**config.mk**
```make
export PLATFORM = sky130hd
export DESIGN_NAME = mem_arbiter
export DESIGN_NICKNAME = d
export VERILOG_FILES = /design/src/rtl/mem_arbiter.sv
export SDC_FILE = /design/constraint.sdc
export NUM_CORES = 1
export LEC_CHECK = 0
export CELL_PAD_IN_SITES_DETAIL_PLACEMENT = 2
export CELL_PAD_IN_SITES_GLOBAL_PLACEMENT = 2
export CORE_MARGIN = 2
export CORE_UTILIZATION = 12
export DETAILED_ROUTE_END_ITERATION = 10
export PLACE_DENSITY_LB_ADDON = 0.1
export SYNTH_ARGS = -nofsm -noshare
export SYNTH_HDL_FRONTEND = slang
export SYNTH_SLANG_ARGS = --single-unit
```
**constraint.sdc**
```tcl
create_clock -name clk -period 2 [get_ports clk]
set_input_delay 0.2 -clock clk [delete_from_list [all_inputs] [get_ports clk]]
set_output_delay 0.2 -clock clk [all_outputs]
set_load 0.1 [all_outputs]
```
**src/rtl/mem_arbiter.sv**
```systemverilog
// Single-port memory arbiter: VGA scanout has strict priority behind a starvation
// guard, instruction fetch and data path share the remaining slots round-robin.
module mem_arbiter #(
   parameter int ADDR_WIDTH   = 14,
   parameter int DATA_WIDTH   = 16,
   parameter int STARVE_LIMIT = 8
) (
   input  logic                  clk,
   input  logic                  rst_async,
   input  logic                  vga_req,
   input  logic [ADDR_WIDTH-1:0] vga_addr,
   output logic                  vga_gnt,
   output logic                  vga_rdata_valid,
   input  logic                  fetch_req,
   input  logic [ADDR_WIDTH-1:0] fetch_addr,
   output logic                  fetch_gnt,
   output logic                  fetch_rdata_valid,
   input  logic                  data_req,
   input  logic                  data_we,
   input  logic [ADDR_WIDTH-1:0] data_addr,
   input  logic [DATA_WIDTH-1:0] data_wdata,
   output logic                  data_gnt,
   output logic                  data_rdata_valid,
   output logic [DATA_WIDTH-1:0] rdata,
   output logic [ADDR_WIDTH-1:0] mem_addr,
   output logic                  mem_we,
   output logic [DATA_WIDTH-1:0] mem_wdata,
   input  logic [DATA_WIDTH-1:0] mem_rdata
);

   localparam int CW = $clog2(STARVE_LIMIT + 1);
   localparam logic [CW-1:0] C_LIMIT = CW'(STARVE_LIMIT);

   logic          r_rr_last;     // 0: fetch won last CPU grant, 1: data won
   logic [CW-1:0] r_starve_cnt;
   logic          r_vga_valid;
   logic          r_fetch_valid;
   logic          r_data_valid;

   logic w_cpu_pending;
   logic w_starved;
   logic w_vga_gnt;
   logic w_fetch_gnt;
   logic w_data_gnt;

   assign w_cpu_pending = fetch_req | data_req;
   assign w_starved     = w_cpu_pending & (r_starve_cnt == C_LIMIT);

   always_comb begin
      w_vga_gnt   = 1'b0;
      w_fetch_gnt = 1'b0;
      w_data_gnt  = 1'b0;
      if (!rst_async) begin
         if (vga_req && !w_starved) begin
            w_vga_gnt = 1'b1;
         end else if (fetch_req && data_req) begin
            // Tie goes to whichever CPU requester did not win last time.
            w_fetch_gnt = r_rr_last;
            w_data_gnt  = ~r_rr_last;
         end else begin
            w_fetch_gnt = fetch_req;
            w_data_gnt  = data_req;
         end
      end
   end

   always_comb begin
      mem_addr = vga_addr;
      if (w_fetch_gnt) begin
         mem_addr = fetch_addr;
      end else if (w_data_gnt) begin
         mem_addr = data_addr;
      end
   end

   assign vga_gnt   = w_vga_gnt;
   assign fetch_gnt = w_fetch_gnt;
   assign data_gnt  = w_data_gnt;
   assign mem_we    = w_data_gnt & data_we;
   assign mem_wdata = data_wdata;
   assign rdata     = mem_rdata;

   assign vga_rdata_valid   = r_vga_valid;
   assign fetch_rdata_valid = r_fetch_valid;
   assign data_rdata_valid  = r_data_valid;

   always_ff @(posedge clk or posedge rst_async) begin
      if (rst_async) begin
         r_rr_last <= 1'b0;
      end else if (w_fetch_gnt) begin
         r_rr_last <= 1'b0;
      end else if (w_data_gnt) begin
         r_rr_last <= 1'b1;
      end
   end

   // Counts consecutive cycles a pending CPU request has lost to VGA.
   always_ff @(posedge clk or posedge rst_async) begin
      if (rst_async) begin
         r_starve_cnt <= '0;
      end else if (w_fetch_gnt || w_data_gnt || !w_cpu_pending) begin
         r_starve_cnt <= '0;
      end else if (w_vga_gnt && (r_starve_cnt != C_LIMIT)) begin
         r_starve_cnt <= r_starve_cnt + 1'b1;
      end
   end

   always_ff @(posedge clk or posedge rst_async) begin
      if (rst_async) begin
         r_vga_valid   <= 1'b0;
         r_fetch_valid <= 1'b0;
         r_data_valid  <= 1'b0;
      end else begin
         r_vga_valid   <= w_vga_gnt;
         r_fetch_valid <= w_fetch_gnt;
         r_data_valid  <= w_data_gnt & ~data_we;
      end
   end

endmodule
```
==> impl_results.md <==
- Status: finished, violations left
- Failing checks: setup timing
- Drt via density: a little over 4
- GRT Total Usage: 0.101
- Antenna cell count: 0
- Sequential area share after synthesis: 0.188
- Die area: slightly below 10000 sq um
- Core Footprint: between 8000 and 9000 sq um
- Clock buffer count from CTS: 3
- Port Buffers: slightly below 70
- Nets: roughly 250
- Setup slack after layout: -0.0300 ns
- Post-Syn Instances: between 100 and 150
- Number of global-route vias before repair: 1330
- Area growth syn-to-layout: 94.4%
- First-pass GRT wire length: about 7500 microns
- Hold WC Path Type: input pin to output port
- Crit share post-route: 1.02
- Max Cap Viol: 0
- WL per Instance: 18.0 microns
- Post-Synthesis Cell Area: about 1100 sq um
- DRT Pass-1 Iters: 4
- Ys Warns: 0
- Peak Freq: around 0.49 GHz
- Detailed placement HPWL: ~3800 microns
- Worst VDD drop: roughly 0.15 mV
- Global route total overflow: 0
- Overall die height: between 90 and 100 microns
- Finished Cell Area: 2070 sq um
- Hold Buf Count CTS: 0
- CTS HTree Levels: 1
- Post-route DRC: 0
- Antenna violations before repair: 0
- Commonest non-fill, non-tap cell in the layout: clkdlybuf4s50_1
- Largest net degree at the start of global routing: 12
- Avg Cell Area, Syn: between 9 and 10 sq um
- Worst path required time: roughly 1.8 ns
- Reg clk slew, reported paths: approximately 0.04 ns
- CP max stage cell: a211o_4
- Design Power: approximately 1.1 mW
- Gpl congestion: slightly above 0.7
- CP cell instances: inv_2, ha_4, nand3b_4, a211o_4, a22o_4, buf_12
- Setup crit end kind: output port
- Clk root buf: clkbuf_8
- DRT antenna net count: 0
- Commonest cells after routing, fill and taps aside: clkdlybuf4s50_1, buf_4, buf_12
- CP top delay family: compound AO/OA/AOI/OAI gates
- Critical Path Start Type: flip-flop
- Post-synth net total: between 150 and 200
- Final setup viols: 12
- Die X: just under 100 microns
- Max-slew violations: 0
- Worst Skew: just under 0.0009 ns
- DRT iter0 DRCs: 19
- CP max FO: 7
- Endpoints failing hold: 0
- Vias: around 1100
- CTS tree: yes
- Leakage power: just over 0.8 nW
- Unrepaired setup endpoints after global routing: true
- Layout cell share with drive strength beyond 1: 0.427
- Slowest stage delay, CP: roughly 0.42 ns
- Cell Rows: 34
- Worst-margin pin slew: between 0.3 and 0.4 ns
- Worst Path Arrival: ~1.8 ns
- WP buf/inv: 2
- Power density cells: between 500 and 600 nW/um^2
- Post-place instance area: ~1900 sq um
- Starting Density: 0.123
- Max_slew headroom: 0.733
- Clock Sinks: 8
- Bufs on Longest Clock Path: 2
- Library cells used by synthesis: 28
- Io pins: around 130
- Period minus WS final: 2.03 ns
- Worst setup path class: flip-flop to output port
- Filler Cells Inserted: approximately 980
- Drt total wl: 4900 microns
- Synth Register Bits: 8
- Clk Latency, worst-skew pair: between 0.2 and 0.25 ns
[cell type report]
class                           instances  area (sq um)  share of cell area
Timing Repair Buffer                   88          1010               0.489
Sequential cell                         8           200              0.0969
Inverter                                3          11.3             0.00545
Tap cell                              108           135              0.0654
Multi-Input combinational cell         62           668               0.323
Clock buffer                            3          41.3              0.0200
[cells by family (layout without fill, tap and decap cells)]
| family | after synthesis | after routing | synth area share |
|---|---|---|---|
| buf+inv | 43 | 94 | 0.321 |
| compound gates | 39 | 40 | 0.339 |
| simple gates | 20 | 20 | 0.128 |
| flops | 8 | 8 | 0.188 |
| fa+ha+maj | 2 | 2 | 0.0235 |
[state kept, by name (all words and copies together), names as in the netlist]
signal and flops:
r_starve_cnt 4, data_rdata_valid 1, fetch_rdata_valid 1, r_rr_last 1, vga_rdata_valid 1
[where the power goes]
| part | internal, mW | leakage (nW) | switching (mW) | total, mW |
|---|---|---|---|---|
| logic | 0.328 | 0.698 | 0.399 | 0.727 |
| clock network | 0.131 | 0.0216 | 0.0664 | 0.197 |
| registers | 0.174 | 0.106 | 0.0120 | 0.186 |
[cell usage after synthesis, drive strengths merged]
cell | instances | area share
a211o | 1 | 0.016
a211oi | 1 | 0.0071
a21boi | 1 | 0.018
a21oi | 4 | 0.019
a22o | 14 | 0.12
a2bb2oi | 1 | 0.0082
a32o | 14 | 0.13
a32oi | 1 | 0.0082
and2 | 2 | 0.012
and3 | 2 | 0.012
and3b | 1 | 0.0082
buf | 37 | 0.27
clkbuf | 3 | 0.039
dfrtp | 8 | 0.19
ha | 2 | 0.024
inv | 3 | 0.011
nand2 | 1 | 0.0035
nand2b | 3 | 0.018
nand3 | 2 | 0.0094
nand3b | 1 | 0.019
nand4b | 1 | 0.0082
nor2 | 4 | 0.021
nor2b | 2 | 0.012
o21ai | 2 | 0.0094
or3 | 1 | 0.0059
[metrics by stage]
stage | TNS [ns] | hold WS, ns | std cells | utilization | setup slack (ns)
floorplan | -0.496 | 0.137 | 112 | - | -0.0709
global placement | 0 | 0.401 | 264 | 0.213 | 0.0106
global route | -1.21 | 0.400 | 272 | 0.238 | -0.103
detailed placement | -0.155 | 0.401 | 264 | 0.213 | -0.0236
CTS | -0.272 | 0.401 | 271 | 0.231 | -0.0371
finish | -0.201 | 0.400 | 272 | 0.238 | -0.0300
[per-layer routing]
metal  GRT usage  vias to the layer above  part of all wire
met2       0.197                       36              0.57
met5           0                        -                 0
met1       0.103                      541              0.35
met3      0.0215                       18             0.056
li1            -                      503                 -
met4      0.0411                        0             0.020
[worst paths after layout]
check	start	endpoint	slack [ns]	cells past startpoint
max	r_starve_cnt[1]	mem_addr[8]	-0.03	6
min	data_wdata[0]	mem_wdata[0]	0.40	0
max reg2reg	r_starve_cnt[1]	r_starve_cnt[1]	0.46	8
min reg2reg	r_starve_cnt[0]	r_starve_cnt[0]	0.57	3
max in group asynchronous	rst_async	data_rdata_valid	1.09	3
min in group asynchronous	rst_async	r_starve_cnt[1]	0.66	3
[timing repair]
item | in CTS | in global routing
setup endpoints to repair | 17 | 17
buffers inserted | 2 | 1
resized for setup | 17 | 9
endpoints found under the hold margin | 0 | 0
gates cloned | 2 | 0
pin swaps | 14 | 2
Power figures use the tool's default switching activity.
